[config.mk]
export PLATFORM = sky130hd
export DESIGN_NAME = router_pkt_tx_flat
export DESIGN_NICKNAME = d
export VERILOG_FILES = /design/src/rtl/router_pkt_tx_if.sv /design/src/rtl/router_pkt_tx.sv /design/src/flat_wrapper.sv
export SDC_FILE = /design/constraint.sdc
export NUM_CORES = 1
export LEC_CHECK = 0
export ABC_AREA = 1
export BUFFER_PORTS_ARGS = -buffer_cell sky130_fd_sc_hd__buf_2
export CAP_MARGIN = 20
export CORE_MARGIN = 2
export CORE_UTILIZATION = 60
export CTS_BUF_LIST = sky130_fd_sc_hd__clkbuf_4
export DETAILED_ROUTE_END_ITERATION = 6
export GPL_TIMING_DRIVEN = 1
export PLACE_DENSITY = 0.81
export SYNTH_ARGS = -nofsm -noshare
export SYNTH_HDL_FRONTEND = slang
export SYNTH_SLANG_ARGS = --single-unit
[constraint.sdc]
create_clock -name clock -period 5.4 [get_ports clock]
set_input_delay 0 -clock clock [delete_from_list [all_inputs] [get_ports clock]]
set_output_delay 0 -clock clock [all_outputs]
set_load 0.02 [all_outputs]
[src/rtl/router_pkt_tx_if.sv]
// Host and router side signals of the packet transmitter.
// The slave modport is the transmitter; the master modport is the host/router model.
interface router_pkt_tx_if;
    logic       tx_start;
    logic [1:0] tx_addr;
    logic [5:0] tx_len;
    logic [7:0] pl_data;
    logic       pl_valid;
    logic       pl_ready;
    logic       tx_ready;
    logic       pkt_valid;
    logic [7:0] tx_data;
    logic       busy;
    logic       err;
    logic       tx_done;
    logic       tx_err;

    modport slave (
        input  tx_start, tx_addr, tx_len, pl_data, pl_valid, busy, err,
        output pl_ready, tx_ready, pkt_valid, tx_data, tx_done, tx_err
    );

    modport master (
        output tx_start, tx_addr, tx_len, pl_data, pl_valid, busy, err,
        input  pl_ready, tx_ready, pkt_valid, tx_data, tx_done, tx_err
    );
endinterface

[src/rtl/router_pkt_tx.sv]
// Router packet transmitter: buffers a host payload, then sends header, payload
// and running-XOR parity to the router, and reports the router err verdict.
module router_pkt_tx #(
    parameter int MAX_LEN  = 63,
    parameter int ERR_WAIT = 3
) (
    input  logic            clock,
    input  logic            resetn,
    router_pkt_tx_if.slave  bus
);
    localparam int EW = (ERR_WAIT < 2) ? 1 : $clog2(ERR_WAIT + 1);

    typedef enum logic [2:0] {
        S_IDLE, S_LOAD, S_HEADER, S_PAYLOAD, S_PARITY, S_CHECK
    } state_t;

    state_t        r_state;
    logic [1:0]    r_addr;
    logic [5:0]    r_len;
    logic [5:0]    r_wcnt;
    logic [5:0]    r_rcnt;
    logic [EW-1:0] r_ecnt;
    logic [7:0]    r_par;
    logic          r_flag;
    logic          r_pl_ready;
    logic          r_tx_ready;
    logic          r_pkt_valid;
    logic [7:0]    r_tx_data;
    logic          r_tx_done;
    logic          r_tx_err;
    logic [7:0]    r_buf [64];

    logic          w_start_ok;
    logic          w_wr;

    assign w_start_ok = bus.tx_start && (bus.tx_addr != 2'd3) && (bus.tx_len != 6'd0)
                        && (int'(bus.tx_len) <= MAX_LEN);
    assign w_wr       = (r_state == S_LOAD) && bus.pl_valid;

    assign bus.pl_ready  = r_pl_ready;
    assign bus.tx_ready  = r_tx_ready;
    assign bus.pkt_valid = r_pkt_valid;
    assign bus.tx_data   = r_tx_data;
    assign bus.tx_done   = r_tx_done;
    assign bus.tx_err    = r_tx_err;

    // Payload storage carries no reset; contents are only read after being written.
    always_ff @(posedge clock) begin
        if (w_wr)
            r_buf[r_wcnt] <= bus.pl_data;
    end

    always_ff @(posedge clock or negedge resetn) begin
        if (!resetn) begin
            r_state     <= S_IDLE;
            r_addr      <= '0;
            r_len       <= '0;
            r_wcnt      <= '0;
            r_rcnt      <= '0;
            r_ecnt      <= '0;
            r_par       <= '0;
            r_flag      <= 1'b0;
            r_pl_ready  <= 1'b0;
            r_tx_ready  <= 1'b1;
            r_pkt_valid <= 1'b0;
            r_tx_data   <= '0;
            r_tx_done   <= 1'b0;
            r_tx_err    <= 1'b0;
        end else begin
            case (r_state)
                S_IDLE: begin
                    if (w_start_ok) begin
                        r_addr     <= bus.tx_addr;
                        r_len      <= bus.tx_len;
                        r_par      <= {bus.tx_len, bus.tx_addr};
                        r_wcnt     <= '0;
                        r_tx_ready <= 1'b0;
                        r_pl_ready <= 1'b1;
                        r_state    <= S_LOAD;
                    end
                end
                S_LOAD: begin
                    if (bus.pl_valid) begin
                        r_par  <= r_par ^ bus.pl_data;
                        r_wcnt <= r_wcnt + 6'd1;
                        if (r_wcnt == r_len - 6'd1) begin
                            r_pl_ready  <= 1'b0;
                            r_pkt_valid <= 1'b1;
                            r_tx_data   <= {r_len, r_addr};
                            r_state     <= S_HEADER;
                        end
                    end
                end
                S_HEADER: begin
                    if (!bus.busy) begin
                        r_rcnt    <= '0;
                        r_tx_data <= r_buf[0];
                        r_state   <= S_PAYLOAD;
                    end
                end
                S_PAYLOAD: begin
                    if (!bus.busy) begin
                        if (r_rcnt == r_len - 6'd1) begin
                            r_pkt_valid <= 1'b0;
                            r_tx_data   <= r_par;
                            r_state     <= S_PARITY;
                        end else begin
                            r_rcnt    <= r_rcnt + 6'd1;
                            r_tx_data <= r_buf[r_rcnt + 6'd1];
                        end
                    end
                end
                S_PARITY: begin
                    if (!bus.busy) begin
                        r_tx_data <= '0;
                        r_ecnt    <= '0;
                        r_flag    <= 1'b0;
                        // A one-cycle window leaves no room to sample err before done.
                        r_tx_done <= (ERR_WAIT == 1);
                        r_tx_err  <= 1'b0;
                        r_state   <= S_CHECK;
                    end
                end
                S_CHECK: begin
                    if (r_tx_done) begin
                        r_tx_done  <= 1'b0;
                        r_tx_err   <= 1'b0;
                        r_tx_ready <= 1'b1;
                        r_state    <= S_IDLE;
                    end else begin
                        // tx_done is registered, so it is raised one edge ahead of the last cycle.
                        r_flag <= r_flag | bus.err;
                        r_ecnt <= r_ecnt + 1'b1;
                        if (int'(r_ecnt) == ERR_WAIT - 2) begin
                            r_tx_done <= 1'b1;
                            r_tx_err  <= r_flag | bus.err;
                        end
                    end
                end
                default: r_state <= S_IDLE;
            endcase
        end
    end
endmodule

[src/flat_wrapper.sv]
// flat-port wrapper written by rule: the top's interface ports become plain ports
module router_pkt_tx_flat 
#(
    parameter int MAX_LEN  = 63,
    parameter int ERR_WAIT = 3
)
  (clock, resetn, bus_tx_start, bus_tx_addr, bus_tx_len, bus_pl_data, bus_pl_valid, bus_busy, bus_err, bus_pl_ready, bus_tx_ready, bus_pkt_valid, bus_tx_data, bus_tx_done, bus_tx_err);
  router_pkt_tx_if bus_i ();
  input  logic clock;
  input  logic resetn;
  input wire logic [$bits(bus_i.tx_start)-1:0] bus_tx_start;
  input wire logic [$bits(bus_i.tx_addr)-1:0] bus_tx_addr;
  input wire logic [$bits(bus_i.tx_len)-1:0] bus_tx_len;
  input wire logic [$bits(bus_i.pl_data)-1:0] bus_pl_data;
  input wire logic [$bits(bus_i.pl_valid)-1:0] bus_pl_valid;
  input wire logic [$bits(bus_i.busy)-1:0] bus_busy;
  input wire logic [$bits(bus_i.err)-1:0] bus_err;
  output wire logic [$bits(bus_i.pl_ready)-1:0] bus_pl_ready;
  output wire logic [$bits(bus_i.tx_ready)-1:0] bus_tx_ready;
  output wire logic [$bits(bus_i.pkt_valid)-1:0] bus_pkt_valid;
  output wire logic [$bits(bus_i.tx_data)-1:0] bus_tx_data;
  output wire logic [$bits(bus_i.tx_done)-1:0] bus_tx_done;
  output wire logic [$bits(bus_i.tx_err)-1:0] bus_tx_err;
  assign bus_i.tx_start = bus_tx_start;
  assign bus_i.tx_addr = bus_tx_addr;
  assign bus_i.tx_len = bus_tx_len;
  assign bus_i.pl_data = bus_pl_data;
  assign bus_i.pl_valid = bus_pl_valid;
  assign bus_i.busy = bus_busy;
  assign bus_i.err = bus_err;
  assign bus_pl_ready = bus_i.pl_ready;
  assign bus_tx_ready = bus_i.tx_ready;
  assign bus_pkt_valid = bus_i.pkt_valid;
  assign bus_tx_data = bus_i.tx_data;
  assign bus_tx_done = bus_i.tx_done;
  assign bus_tx_err = bus_i.tx_err;
  router_pkt_tx #(.MAX_LEN(MAX_LEN), .ERR_WAIT(ERR_WAIT)) u_core (.clock(clock), .resetn(resetn), .bus(bus_i));
endmodule
==> metrics.md, run 1 <==
| Metric | Value |
|---|---|
| DRC viols | `2` |
| Setup TNS | `0 ns` |
| Post-layout power | `between 10 and 15 mW` |
| CTS hold repair buffers | `27` |
| Worst vdd ir | `0.493 mV` |
| Crit path DAT | `between 4 and 5 ns` |
| I/O Pins | `35` |
| Iteration count of the initial detailed-routing pass | `7` |
| First-pass GRT wire length | `93.3 mm` |
| Fin crit period | `~3.6 ns` |
| Site row count | `72` |
| Post-DP HPWL | `about 34 mm` |
| Fmax | `~0.28 GHz` |
| Post-CTS Setup Inserts | `0` |
| Sequential-to-total area share from yosys stat | `between 60% and 70%` |
| Number of synthesized flops with an enable pin | `~500` |
| Register area | `16600 sq um` |
| Largest net degree at the start of global routing | `around 130` |
| Root buf cell | `clkbuf_4` |
| Vias/cell | `about 6` |
| Post-Synthesis Cells | `roughly 2200` |
| Cts bufs inserted | `approximately 140` |
| Core Util, Final | `67.9%` |
| Fin crit share | `about two thirds` |
| Grt ovf | `0` |
| Leakage power total | `a little under 10 nW` |
| # port buffers | `34` |
| CTS tree | `done` |
| Layout Cells excl Fill | `slightly below 3000` |
| Worst-path fanout max | `between 90 and 100` |
| Max Cap Viol | `0` |
| Sink Count | `around 560` |
| Unrepaired setup endpoints after global routing | `false` |
| Layout area overhead | `11.0%` |
| Max-slew violations | `0` |
| Slew HR | `between 20% and 30%` |
| Synth top area cells | `edfxtp_1 (65%), nand3_1 (11%), nand2_1 (10%)` |
| YS warnings | `0` |
| Hold WC Path Type | `in -> reg` |
| Most frequent cells after synthesis | `nand2_1 (651), nand3_1 (532), edfxtp_1 (512)` |
| Cell Pwr Density | `547 nW/um^2` |
| CP required | `6.10 ns` |
| Nets | `roughly 2300` |
| Core area | `between 30000 and 40000 sq um` |
| GPL Wtd Cong | `between 0.9 and 1` |
| Multi-input gate area | `approximately 6400 sq um` |
| Vias in the first global route | `17200` |
| Initial Util | `61.2%` |
| Post-synth top area share | `~65%` |
| Antenna violations before repair | `1` |
| Skew-Pair Late Insertion Delay | `around 0.85 ns` |
| Synthesized cell area | `~24000 sq um` |
| Via count | `between 15000 and 20000` |
| Most common cell in the netlist | `nand2_1` |
| Die ar. | `between 40000 and 50000 sq um` |
| Number of fill cells in the layout | `approximately 2800` |
| Final Skew | `~0.055 ns` |
| # setup viols final | `0` |
| Status | `finished with violations` |
| #FFs+latches synth | `~560` |
| Startpoint Class | `flop` |
| Worst Tran Pin Value | `1.12 ns` |
| Crit Path Class | `reg -> reg` |
| Layout cell share with drive strength beyond 1 | `about 14%` |
| Worst-path clk slew | `roughly 0.070 ns` |
| Final wirelength | `approximately 60 mm` |
| Primary FF master, synth | `edfxtp_1` |
| H-tree depth | `4` |
| CTS resizes | `0` |
| Count of cell types in the netlist | `41` |
| Clock Tree Buf Depth | `3` |
| Die X-Extent | `203 microns` |
| Final Hold Fails | `0` |
| Dominant cell type by area after synthesis | `edfxtp_1` |
| DR iter-0 viols | `roughly 2300` |
| GRT Util Overall | `between 20% and 30%` |
| Drt wl/cell | `approximately 21 microns` |
| Die H | `~200 microns` |
| FFs w/ async S/R, synth | `8.41%` |
| Kind of end point of the critical path | `flop` |
| DRT antenna net count | `0` |
| Mapped Avg Cell Area | `about 11 sq um` |
| Failing checks | `design-rule violations` |
| R2R Setup Slk | `around 1.8 ns` |
| Syn_nets | `2179` |
| Placed cells | `between 2000 and 3000` |
[worst max-delay path, stage by stage, from the launching register on]
cell and delay [ns]:
dfrtp_4 0.74, buf_4 0.89, nand3_1 0.15, nand2_1 0.10, nand2_1 0.08, inv_2 0.52
nand3_1 0.25, nand3_1 0.20, nand3_1 0.16, nand3_1 0.14, nand2_1 0.06, nand2_1 0.06
nand2_1 0.04
[layer usage]
metal  vias to the layer above  track usage (%)  wire length, microns
met5                         -                0                     0
met3                       188             6.68                  5960
met1                      8197             39.2                 22800
li1                       7830                -                     -
met2                      1039             48.0                 29000
met4                         0             13.7                  2370
[where the power goes]
group	switching, mW	internal [mW]	leakage, nW
sequential	0.229	4.90	5.20
clock	1.68	2.03	1.11
combinational	4.00	1.60	3.57
[cell usage in the layout, fill, tap and decap left out, drive strengths merged, types with 5 or more instances in the layout]
cell	count
dlygate4sd3	27
nor2	108
nand2	664
inv	72
edfxtp	512
buf	59
bufinv	6
clkbuf	205
nand3	536
xnor2	8
clkinv	38
o21ai	32
a21oi	15
dfrtp	46
nand4	20
o22ai	5
[path summary, 6_finish.rpt]
check / end / cells after the start / startpoint
max in group asynchronous: u_core.r_rcnt[0] / 4 / resetn
min reg2reg: u_core.bus.pl_ready / 2 / u_core.bus.pl_ready
min: u_core.r_len[3] / 4 / bus_tx_len[3]
max reg2reg: u_core.bus.tx_data[7] / 12 / u_core.r_rcnt[0]
min in group asynchronous: u_core.r_par[2] / 4 / resetn
max: u_core.bus.tx_data[7] / 12 / u_core.r_rcnt[0]
[sequential cells by signal, indices dropped and copies added, names as in the netlist, 2 cells and up]
signal / count
u_core.r_buf: 512
u_core.bus.tx_data: 8
u_core.r_par: 8
u_core.r_len: 6
u_core.r_rcnt: 6
u_core.r_wcnt: 6
u_core.r_state: 3
u_core.r_addr: 2
u_core.r_ecnt: 2
[cells by family after synthesis]
family          Yosys count  share of synthesized area [%]
buf+inv                 189                           3.71
xor+xnor                 11                          0.468
flops                   559                           69.5
compound gates           58                           1.54
simple gates           1332                           24.5
fa+ha+maj                 4                          0.210
[per-stage QoR]
| step | hold slack (ns) | worst slack, ns | cell area, sq um |
|---|---|---|---|
| 4_1_cts | 0.00000822 | 1.97 | 26400 |
| 3_3_place_gp | 0.143 | 2.08 | 24200 |
| 2_1_floorplan | -0.296 | 3.30 | 23800 |
| 6_report | 0.0290 | 1.82 | 26400 |
| 3_5_place_dp | 0.153 | 1.99 | 24300 |
| 5_1_grt | 0.0308 | 1.67 | 26400 |
[layout make-up]
class	count	share of cell area, %
Sequential cell	559	62.7
Timing Repair Buffer	86	2.51
Antenna cell	1	0.00947
Clock inverter	46	1.31
Multi-Input combinational cell	1405	24.2
Clock buffer	205	5.83
Inverter	72	1.06
Tap cell	518	2.45
(Power assumes the default switching activity.)
==> run 2, diff against run 1 <==
- ABC_AREA: 1 -> 0
- clock period: 5.4 -> 3.7 ns (I/O delays scaled with it)
==> run 2 against run 1 <==
  * The run still ends with design-rule violations left
  * Die area fell by 3.6%
  * Clock power rose by 41%
  * Register-to-register slack got worse by 1.3 ns
  * Largest power group is now sequential cells
==> metrics.md, run 2 <==
| Metric | Value |
|---|---|
| GRT Util Overall | `27.7% (was 29.9%)` |
| Syn_nets | `1446 (was 2179)` |
| Post-route cell area | `26000 sq um (was 26400 sq um)` |
| M1 WL | `20.3 mm (was 22.8 mm)` |
| Highest Signal Layer | `met4 (unchanged)` |
| Site row count | `71 (was 72)` |
| Synth top area cells | `edfxtp_1 (67%), mux4_2 (9.2%), dfrtp_1 (5.0%) (was edfxtp_1 (65%), nand3_1 (11%), nand2_1 (10%))` |
| DRC viols | `4 (was 2)` |
| # port buffers | `34 (unchanged)` |
| Crit path DAT | `3.63 ns (was 4.29 ns)` |
| Final wirelength | `53.0 mm (was 60.1 mm)` |
| Hold WC Path Type | `in -> reg (unchanged)` |
| FFs w/ async S/R, synth | `8.41% (unchanged)` |
| Mapped Avg Cell Area | `16.1 sq um (was 11.1 sq um)` |
| Most common cell in the netlist | `edfxtp_1 (was nand2_1)` |
| Sink Count | `559 (unchanged)` |
| Layout area overhead | `13.6% (was 11.0%)` |
| Number of synthesized flops with an enable pin | `512 (unchanged)` |
| Primary FF master, synth | `edfxtp_1 (unchanged)` |
| Via count | `13900 (was 17300)` |
| Failing checks | `design-rule violations (unchanged)` |
| Number of fill cells in the layout | `2409 (was 2770)` |
| Max-slew violations | `0 (unchanged)` |
| Drt wl/cell | `24.0 microns (was 20.8 microns)` |
| Sequential-to-total area share from yosys stat | `72.2% (was 69.5%)` |
| Iteration count of the initial detailed-routing pass | `7 (unchanged)` |
| Layout Cells excl Fill | `2206 (was 2892)` |
| Final Skew | `0.0720 ns (was 0.0545 ns)` |
| Initial Util | `60.9% (was 61.2%)` |
| Dominant cell type by area after synthesis | `edfxtp_1 (unchanged)` |
| DRT antenna net count | `0 (unchanged)` |
| #FFs+latches synth | `559 (unchanged)` |
| Worst reg2reg startpoint | `u_core.r_state[2] (was u_core.r_rcnt[0])` |
| Kind of end point of the critical path | `flop (unchanged)` |
| WL met2 | `25.4 mm (was 29.0 mm)` |
| Die H | `199 microns (was 203 microns)` |
| YS warnings | `0 (unchanged)` |
| Core area | `37700 sq um (was 38900 sq um)` |
| CP required | `4.13 ns (was 6.10 ns)` |
| Post-Synthesis Cells | `1420 (was 2153)` |
| Placed cells | `1913 (was 2613)` |
| Root buf cell | `clkbuf_4 (unchanged)` |
| Layout cell share with drive strength beyond 1 | `24.4% (was 13.9%)` |
| # setup viols final | `0 (unchanged)` |
| Vias/cell | `6.29 (was 5.97)` |
| DR iter-0 viols | `1640 (was 2327)` |
| Largest net degree at the start of global routing | `88 (was 129)` |
| Cts bufs inserted | `138 (was 137)` |
| GPL Wtd Cong | `0.913 (was 0.960)` |
| CTS tree | `done (unchanged)` |
| Die ar. | `39800 sq um (was 41300 sq um)` |
| Post-synth top area share | `67.0% (was 64.6%)` |
| Worst-path clk slew | `0.07 ns (about the same)` |
| I/O Pins | `35 (unchanged)` |
| Reg2reg end | `u_core.r_buf[63][4] (was u_core.bus.tx_data[7])` |
| Top reg by flops | `u_core.r_buf (unchanged)` |
| Unrepaired setup endpoints after global routing | `false (unchanged)` |
| Worst reg2reg path depth | `5 (was 12)` |
| Skew-Pair Late Insertion Delay | `0.86 ns (was 0.85 ns)` |
| Placed Area | `23700 sq um (was 24300 sq um)` |
| Met3 WL | `5.71 mm (was 5.96 mm)` |
| Vias in the first global route | `14100 (was 17200)` |
| Worst vdd ir | `0.433 mV (was 0.493 mV)` |
| Most common cell after layout, fill and taps aside | `edfxtp_1 (was nand2_1)` |
| Fmax | `0.312 GHz (was 0.279 GHz)` |
| Hold path cells | `2 (was 4)` |
| Antenna violations before repair | `1 (unchanged)` |
| Clock Tree Buf Depth | `3 (unchanged)` |
| Fin crit share | `86.6% (was 66.4%)` |
| HP Start | `bus_pl_data[2] (was bus_tx_len[3])` |
| Max FFs per register | `512 (unchanged)` |
| Fin crit period | `3.20 ns (was 3.58 ns)` |
| Count of cell types in the netlist | `65 (was 41)` |
| Most frequent cells in the layout | `edfxtp_1 (512), clkbuf_4 (202), nand2_1 (191), mux4_2 (94), nor2_1 (82) (was nand2_1 (650), nand3_1 (532), edfxtp_1 (512), clkbuf_4 (205), nor2_1 (101))` |
| R2R Setup Slk | `0.50 ns (was 1.82 ns)` |
| Startpoint Class | `flop (unchanged)` |
| Multi-input gate area | `5990 sq um (was 6380 sq um)` |
| Worst Tran Pin Value | `0.934 ns (was 1.12 ns)` |
| Worst-path fanout max | `16 (was 98)` |
| Post-DP HPWL | `31.7 mm (was 33.9 mm)` |
| Max Cap Viol | `0 (unchanged)` |
| Crit Path Class | `reg -> reg (unchanged)` |
| Slew HR | `37.8% (was 25.3%)` |
| Die X-Extent | `199 microns (was 203 microns)` |
| Status | `finished with violations (unchanged)` |
| Nets | `1619 (was 2287)` |
| Final Hold Fails | `0 (unchanged)` |
| CTS resizes | `0 (unchanged)` |
| Most frequent cells after synthesis | `edfxtp_1 (512), nand2_1 (191), mux4_2 (94) (was nand2_1 (651), nand3_1 (532), edfxtp_1 (512))` |
| H-tree depth | `4 (unchanged)` |
| Worst-case hold path end point | `u_core.r_buf[56][2] (was u_core.r_len[3])` |
| Grt ovf | `0 (unchanged)` |
| Setup TNS | `0 ns (unchanged)` |
| Cell Pwr Density | `754 nW/um^2 (was 547 nW/um^2)` |
| Leakage power total | `8.87 nW (was 9.87 nW)` |
| Synthesized cell area | `22900 sq um (was 23800 sq um)` |
| Register area | `16600 sq um (unchanged)` |
| First-pass GRT wire length | `80.9 mm (was 93.3 mm)` |
-- run 2: cell count changes after synthesis, sizes merged, moves of 25 or more --
cell	delta
inv	-60
nand3	-481
mux4	+94
o21ai	+25
nand2	-473
buf	-53
nor2	-26
-- run 2: worst max path at each step --
stage | end | cells past startpoint | start | slack [ns]
6_report | u_core.r_buf[63][4] | 5 | u_core.r_state[2] | 0.50
5_1_grt | u_core.r_buf[47][4] | 5 | u_core.r_state[2] | 0.38
4_1_cts | u_core.bus.tx_data[6] | 8 | u_core.r_rcnt[1] | 0.58
3_5_place_dp | u_core.bus.tx_data[6] | 8 | u_core.r_rcnt[1] | 0.60
3_3_place_gp | u_core.bus.tx_data[6] | 8 | u_core.r_rcnt[0] | 0.67
2_1_floorplan | u_core.bus.tx_data[0] | 10 | u_core.r_rcnt[0] | 1.20
-- run 2: critical path, stage by stage (launching register included) --
cell	delay (ns)
dfrtp_1	0.56
nor3_2	0.27
nand2_1	0.20
nor2_1	0.28
nand3_1	0.66
nor2_1	0.83
-- run 2: per-stage QoR --
step	utilization [%]	worst slack [ns]	power, mW	hold slack (ns)
floorplan	-	1.20	12.3	-0.296
global placement	62.9	0.669	14.1	0.245
detailed placement	62.9	0.598	14.3	0.245
CTS	69.0	0.577	19.6	0.0271
global route	69.2	0.382	20.5	0.00307
finish	69.2	0.497	19.6	0.0174
-- run 2: what timing repair did --
item | in CTS | in global routing
hold buffers | 49 | 0
hold endpoints to repair | 514 | 0
setup buffers | 0 | 0
setup endpoints to repair | 0 | 0
-- run 2: layout make-up --
type,count,share of cell area [%]
sequential,559,63.6
multi-input combinational,767,23.0
clock buffer,202,5.82
timing repair buffer,118,3.90
tap,511,2.45
clock inverter,39,1.13
inverter,9,0.130
antenna,1,0.00961
-- run 2: metal layers --
layer | up-vias | track usage, %
met5 | - | 0
met4 | 0 | 12.2
met3 | 127 | 7.09
met2 | 903 | 42.9
met1 | 6857 | 37.6
li1 | 5983 | -
-- run 2: logic make-up after synthesis --
kind of cell	Yosys count	synth area share, %
DFF	559	72.2
adders and majority gates	4	0.218
AOI/OAI and AO/OA	197	5.53
xor gates and xnor gates	20	1.21
muxes	122	10.5
buffers and inverters	94	1.82
and+or+nand+nor	424	8.53
-- run 2: power by group --
group	switching (mW)	total, mW	internal (mW)
clock	2.38	5.23	2.85
combinational	3.89	6.73	2.83
sequential	0.413	7.68	7.27
==> run 3, diff against run 2 <==
- CORE_ASPECT_RATIO: default -> 1.1
==> run 3 against run 2 <==
  * The run still ends with design-rule violations left
  * Die area barely moved
  * Critical path depth up 4
  * Total power increased by 0.54%
  * Sequential power barely moved
  * Register-to-register slack worse by 0.28 ns
  * First-iteration DRC count grew 16%
  * Non-clock buffer count up 50
  * Critical endpoint is now u_core.bus.tx_data[4]
==> metrics.md, run 3 (synthesis gave the netlist of run 2 again) <==
| Metric | Value |
|---|---|
| WP depth | `9 (was 5)` |
| DRC viols | `2 (was 4)` |
| DRT antenna net count | `0 (unchanged)` |
| Max-slew violations | `0 (unchanged)` |
| Fmax | `0.287 GHz (was 0.312 GHz)` |
| Slew HR | `23.1% (was 37.8%)` |
| Die X-Extent | `190 microns (was 199 microns)` |
| Site row count | `75 (was 71)` |
| R2R Setup Slk | `0.21 ns (was 0.50 ns)` |
| Antenna violations before repair | `1 (unchanged)` |
| Core area | `37900 sq um (was 37700 sq um)` |
| Layout Cells excl Fill | `2237 (was 2206)` |
| Startpoint Class | `flop (unchanged)` |
| Most common cell after layout, fill and taps aside | `edfxtp_1 (unchanged)` |
| Final Hold Fails | `0 (unchanged)` |
| Crit path DAT | `4.24 ns (was 3.63 ns)` |
| Vias in the first global route | `14700 (was 14100)` |
| Final wirelength | `56.0 mm (was 53.0 mm)` |
| Kind of end point of the critical path | `flop (unchanged)` |
| Post-layout power | `19.7 mW (was 19.6 mW)` |
| I/O Pins | `35 (unchanged)` |
| Sink Count | `559 (unchanged)` |
| Sequential share of power | `38.9% (was 39.1%)` |
| Skew-Pair Late Insertion Delay | `0.85 ns (was 0.86 ns)` |
| Max FFs per register | `512 (unchanged)` |
| Logic pwr share | `35.3% (was 34.3%)` |
| Iteration count of the initial detailed-routing pass | `7 (unchanged)` |
| Hold WC Path Type | `in -> reg (unchanged)` |
| Core Util, Final | `69.5% (was 69.2%)` |
| Worst reg2reg path depth | `9 (was 5)` |
| Cell Pwr Density | `750 nW/um^2 (was 754 nW/um^2)` |
| Most frequent cells in the layout | `edfxtp_1 (512), clkbuf_4 (194), nand2_1 (191), mux4_2 (94), nor2_1 (82) (was edfxtp_1 (512), clkbuf_4 (202), nand2_1 (191), mux4_2 (94), nor2_1 (82))` |
| Die ar. | `39800 sq um (about the same)` |
| Sw Ratio | `34.9% (was 34.0%)` |
| Cts bufs inserted | `135 (was 138)` |
| Largest net degree at the start of global routing | `100 (was 88)` |
| Reg2reg end | `u_core.bus.tx_data[4] (was u_core.r_buf[63][4])` |
| Crit path cell chain | `buf_4 -> and3_1 -> xnor2_1 -> buf_4 -> mux2_2 -> nand2_1 -> a41oi_1 -> nand4b_1 -> a21oi_1 (was nor3_2 -> nand2_1 -> nor2_1 -> nand3_1 -> nor2_1)` |
| CP required | `4.45 ns (was 4.13 ns)` |
| Vias/cell | `6.46 (was 6.29)` |
| Grt ovf | `0 (unchanged)` |
| CP max stage delay | `0.92 ns (was 0.83 ns)` |
| Hold_ws | `0.0773 ns (was 0.0174 ns)` |
| CP delay by family, top | `XOR/XNOR gates (was simple AND/OR/NAND/NOR gates)` |
| Initial Util | `60.5% (was 60.9%)` |
| Fin crit period | `3.49 ns (was 3.20 ns)` |
| # port buffers | `34 (unchanged)` |
| CTS resizes | `0 (unchanged)` |
| Pint | `12.9 mW (was 13.0 mW)` |
| Fin crit share | `94.2% (was 86.6%)` |
| Failing checks | `design-rule violations (unchanged)` |
| Crit-path most repeated cell | `buf_4 (was nor2_1)` |
| Setup TNS | `0 ns (unchanged)` |
| Status | `finished with violations (unchanged)` |
| Drt wl/cell | `25.0 microns (was 24.0 microns)` |
| Worst vdd ir | `0.667 mV (was 0.433 mV)` |
| Final Skew | `0.0562 ns (was 0.0720 ns)` |
| End point of the critical path | `u_core.bus.tx_data[4] (was u_core.r_buf[63][4])` |
| Clk pwr share | `25.8% (was 26.6%)` |
| Buf/Inv on CP | `2 (was 0)` |
| Critical path startpoint | `u_core.r_rcnt[2] (was u_core.r_state[2])` |
| Worst-path clk slew | `0.07 ns (about the same)` |
| P_sw | `6.89 mW (was 6.69 mW)` |
| Critical-path top delay cell | `xnor2_1 (was nor2_1)` |
| GPL Wtd Cong | `0.918 (was 0.913)` |
| Nets | `1666 (was 1619)` |
| Worst Tran Pin Value | `1.15 ns (was 0.934 ns)` |
| H-tree depth | `4 (unchanged)` |
| CTS tree | `done (unchanged)` |
| First-pass GRT wire length | `85.7 mm (was 80.9 mm)` |
| GRT Util Overall | `29.0% (was 27.7%)` |
| Worst reg2reg startpoint | `u_core.r_rcnt[2] (was u_core.r_state[2])` |
| Via count | `14400 (was 13900)` |
| Worst-path fanout max | `12 (was 16)` |
| Clock Tree Buf Depth | `3 (unchanged)` |
| Root buf cell | `clkbuf_4 (unchanged)` |
| Leakage power total | `9.09 nW (was 8.87 nW)` |
| Layout area overhead | `14.8% (was 13.6%)` |
| # setup viols final | `0 (unchanged)` |
| Placed cells | `1952 (was 1913)` |
| Layout cell share with drive strength beyond 1 | `26.3% (was 24.4%)` |
| Number of fill cells in the layout | `2373 (was 2409)` |
| Top reg by flops | `u_core.r_buf (unchanged)` |
| Crit Path Class | `reg -> reg (unchanged)` |
| Post-CTS Setup Inserts | `0 (unchanged)` |
| Post-DP HPWL | `33.6 mm (was 31.7 mm)` |
| Max Cap Viol | `0 (unchanged)` |
| Die H | `209 microns (was 199 microns)` |
| Unrepaired setup endpoints after global routing | `false (unchanged)` |
| DR iter-0 viols | `1909 (was 1640)` |
==> run 3: changes by cell type in the layout (fill, tap and decap cells not counted) <==
| cell | delta |
|---|---|
| inv_2 | -1 |
| clkinv_2 | +1 |
| clkinv_1 | -1 |
| clkinv_4 | +1 |
| dlygate4sd3_1 | +1 |
| bufinv_16 | -1 |
| buf_4 | +49 |
| clkinvlp_4 | +1 |
| clkbuf_4 | -8 |
==> run 3: worst min-delay path by stage <==
stage	from	end	slack [ns]	cells past startpoint
3_5_place_dp	resetn	u_core.bus.tx_err	0.24	1
4_1_cts	bus_tx_len[2]	u_core.r_par[4]	0.01	4
5_1_grt	bus_pl_data[2]	u_core.r_buf[63][2]	0.02	2
3_3_place_gp	bus_tx_len[3]	u_core.r_len[3]	0.23	3
6_report	bus_pl_data[2]	u_core.r_buf[59][2]	0.08	2
2_1_floorplan	resetn	u_core.bus.pkt_valid	-0.30	0
==> run 3: through the flow <==
stage	cell area [sq um]	worst slack, ns
2_1_floorplan	22900	1.20
3_3_place_gp	24100	0.532
3_5_place_dp	24100	0.353
4_1_cts	26300	0.360
5_1_grt	26300	0.215
6_report	26300	0.215
==> run 3: worst reg2reg max path, stage by stage (launching register included) <==
cell and delay, ns:
dfrtp_1 0.41, buf_4 0.21, and3_1 0.29, xnor2_1 0.92, buf_4 0.32, mux2_2 0.21, nand2_1 0.06, a41oi_1 0.61
nand4b_1 0.20, a21oi_1 0.20
==> run 3: what timing repair did <==
item | in CTS | in global routing
endpoints found under the hold margin | 503 | 0
hold buffers | 50 | 0
setup endpoints to repair | 0 | 0
==> run 3: per-layer routing <==
layer  routed length (microns)  share of wire [%]  track usage [%]
met1                     20400                 36             38.5
met2                     26800                 48             45.0
met3                      6390                 11             7.71
met4                      2410                4.3             14.5
met5                         0                  0                0
==> run 3: cell type report <==
cell class	count	area (sq um)	area share, %
clock inverter	39	278	1.05
timing repair buffer	168	1390	5.29
sequential	559	16600	62.9
clock buffer	194	1460	5.53
multi-input combinational	767	5990	22.7
inverter	9	33.8	0.128
tap	500	626	2.38
antenna	1	2.50	0.00950
==> run 3: power groups by stage <==
stage               registers, mW  logic [mW]  clock network [mW]
global placement             7.75        6.49                   0
finish                       7.69        6.97                5.09
CTS                          7.65        6.83                5.16
floorplan                    7.63        4.69                   0
detailed placement           7.78        6.65                   0
global route                 7.70        7.42                5.47
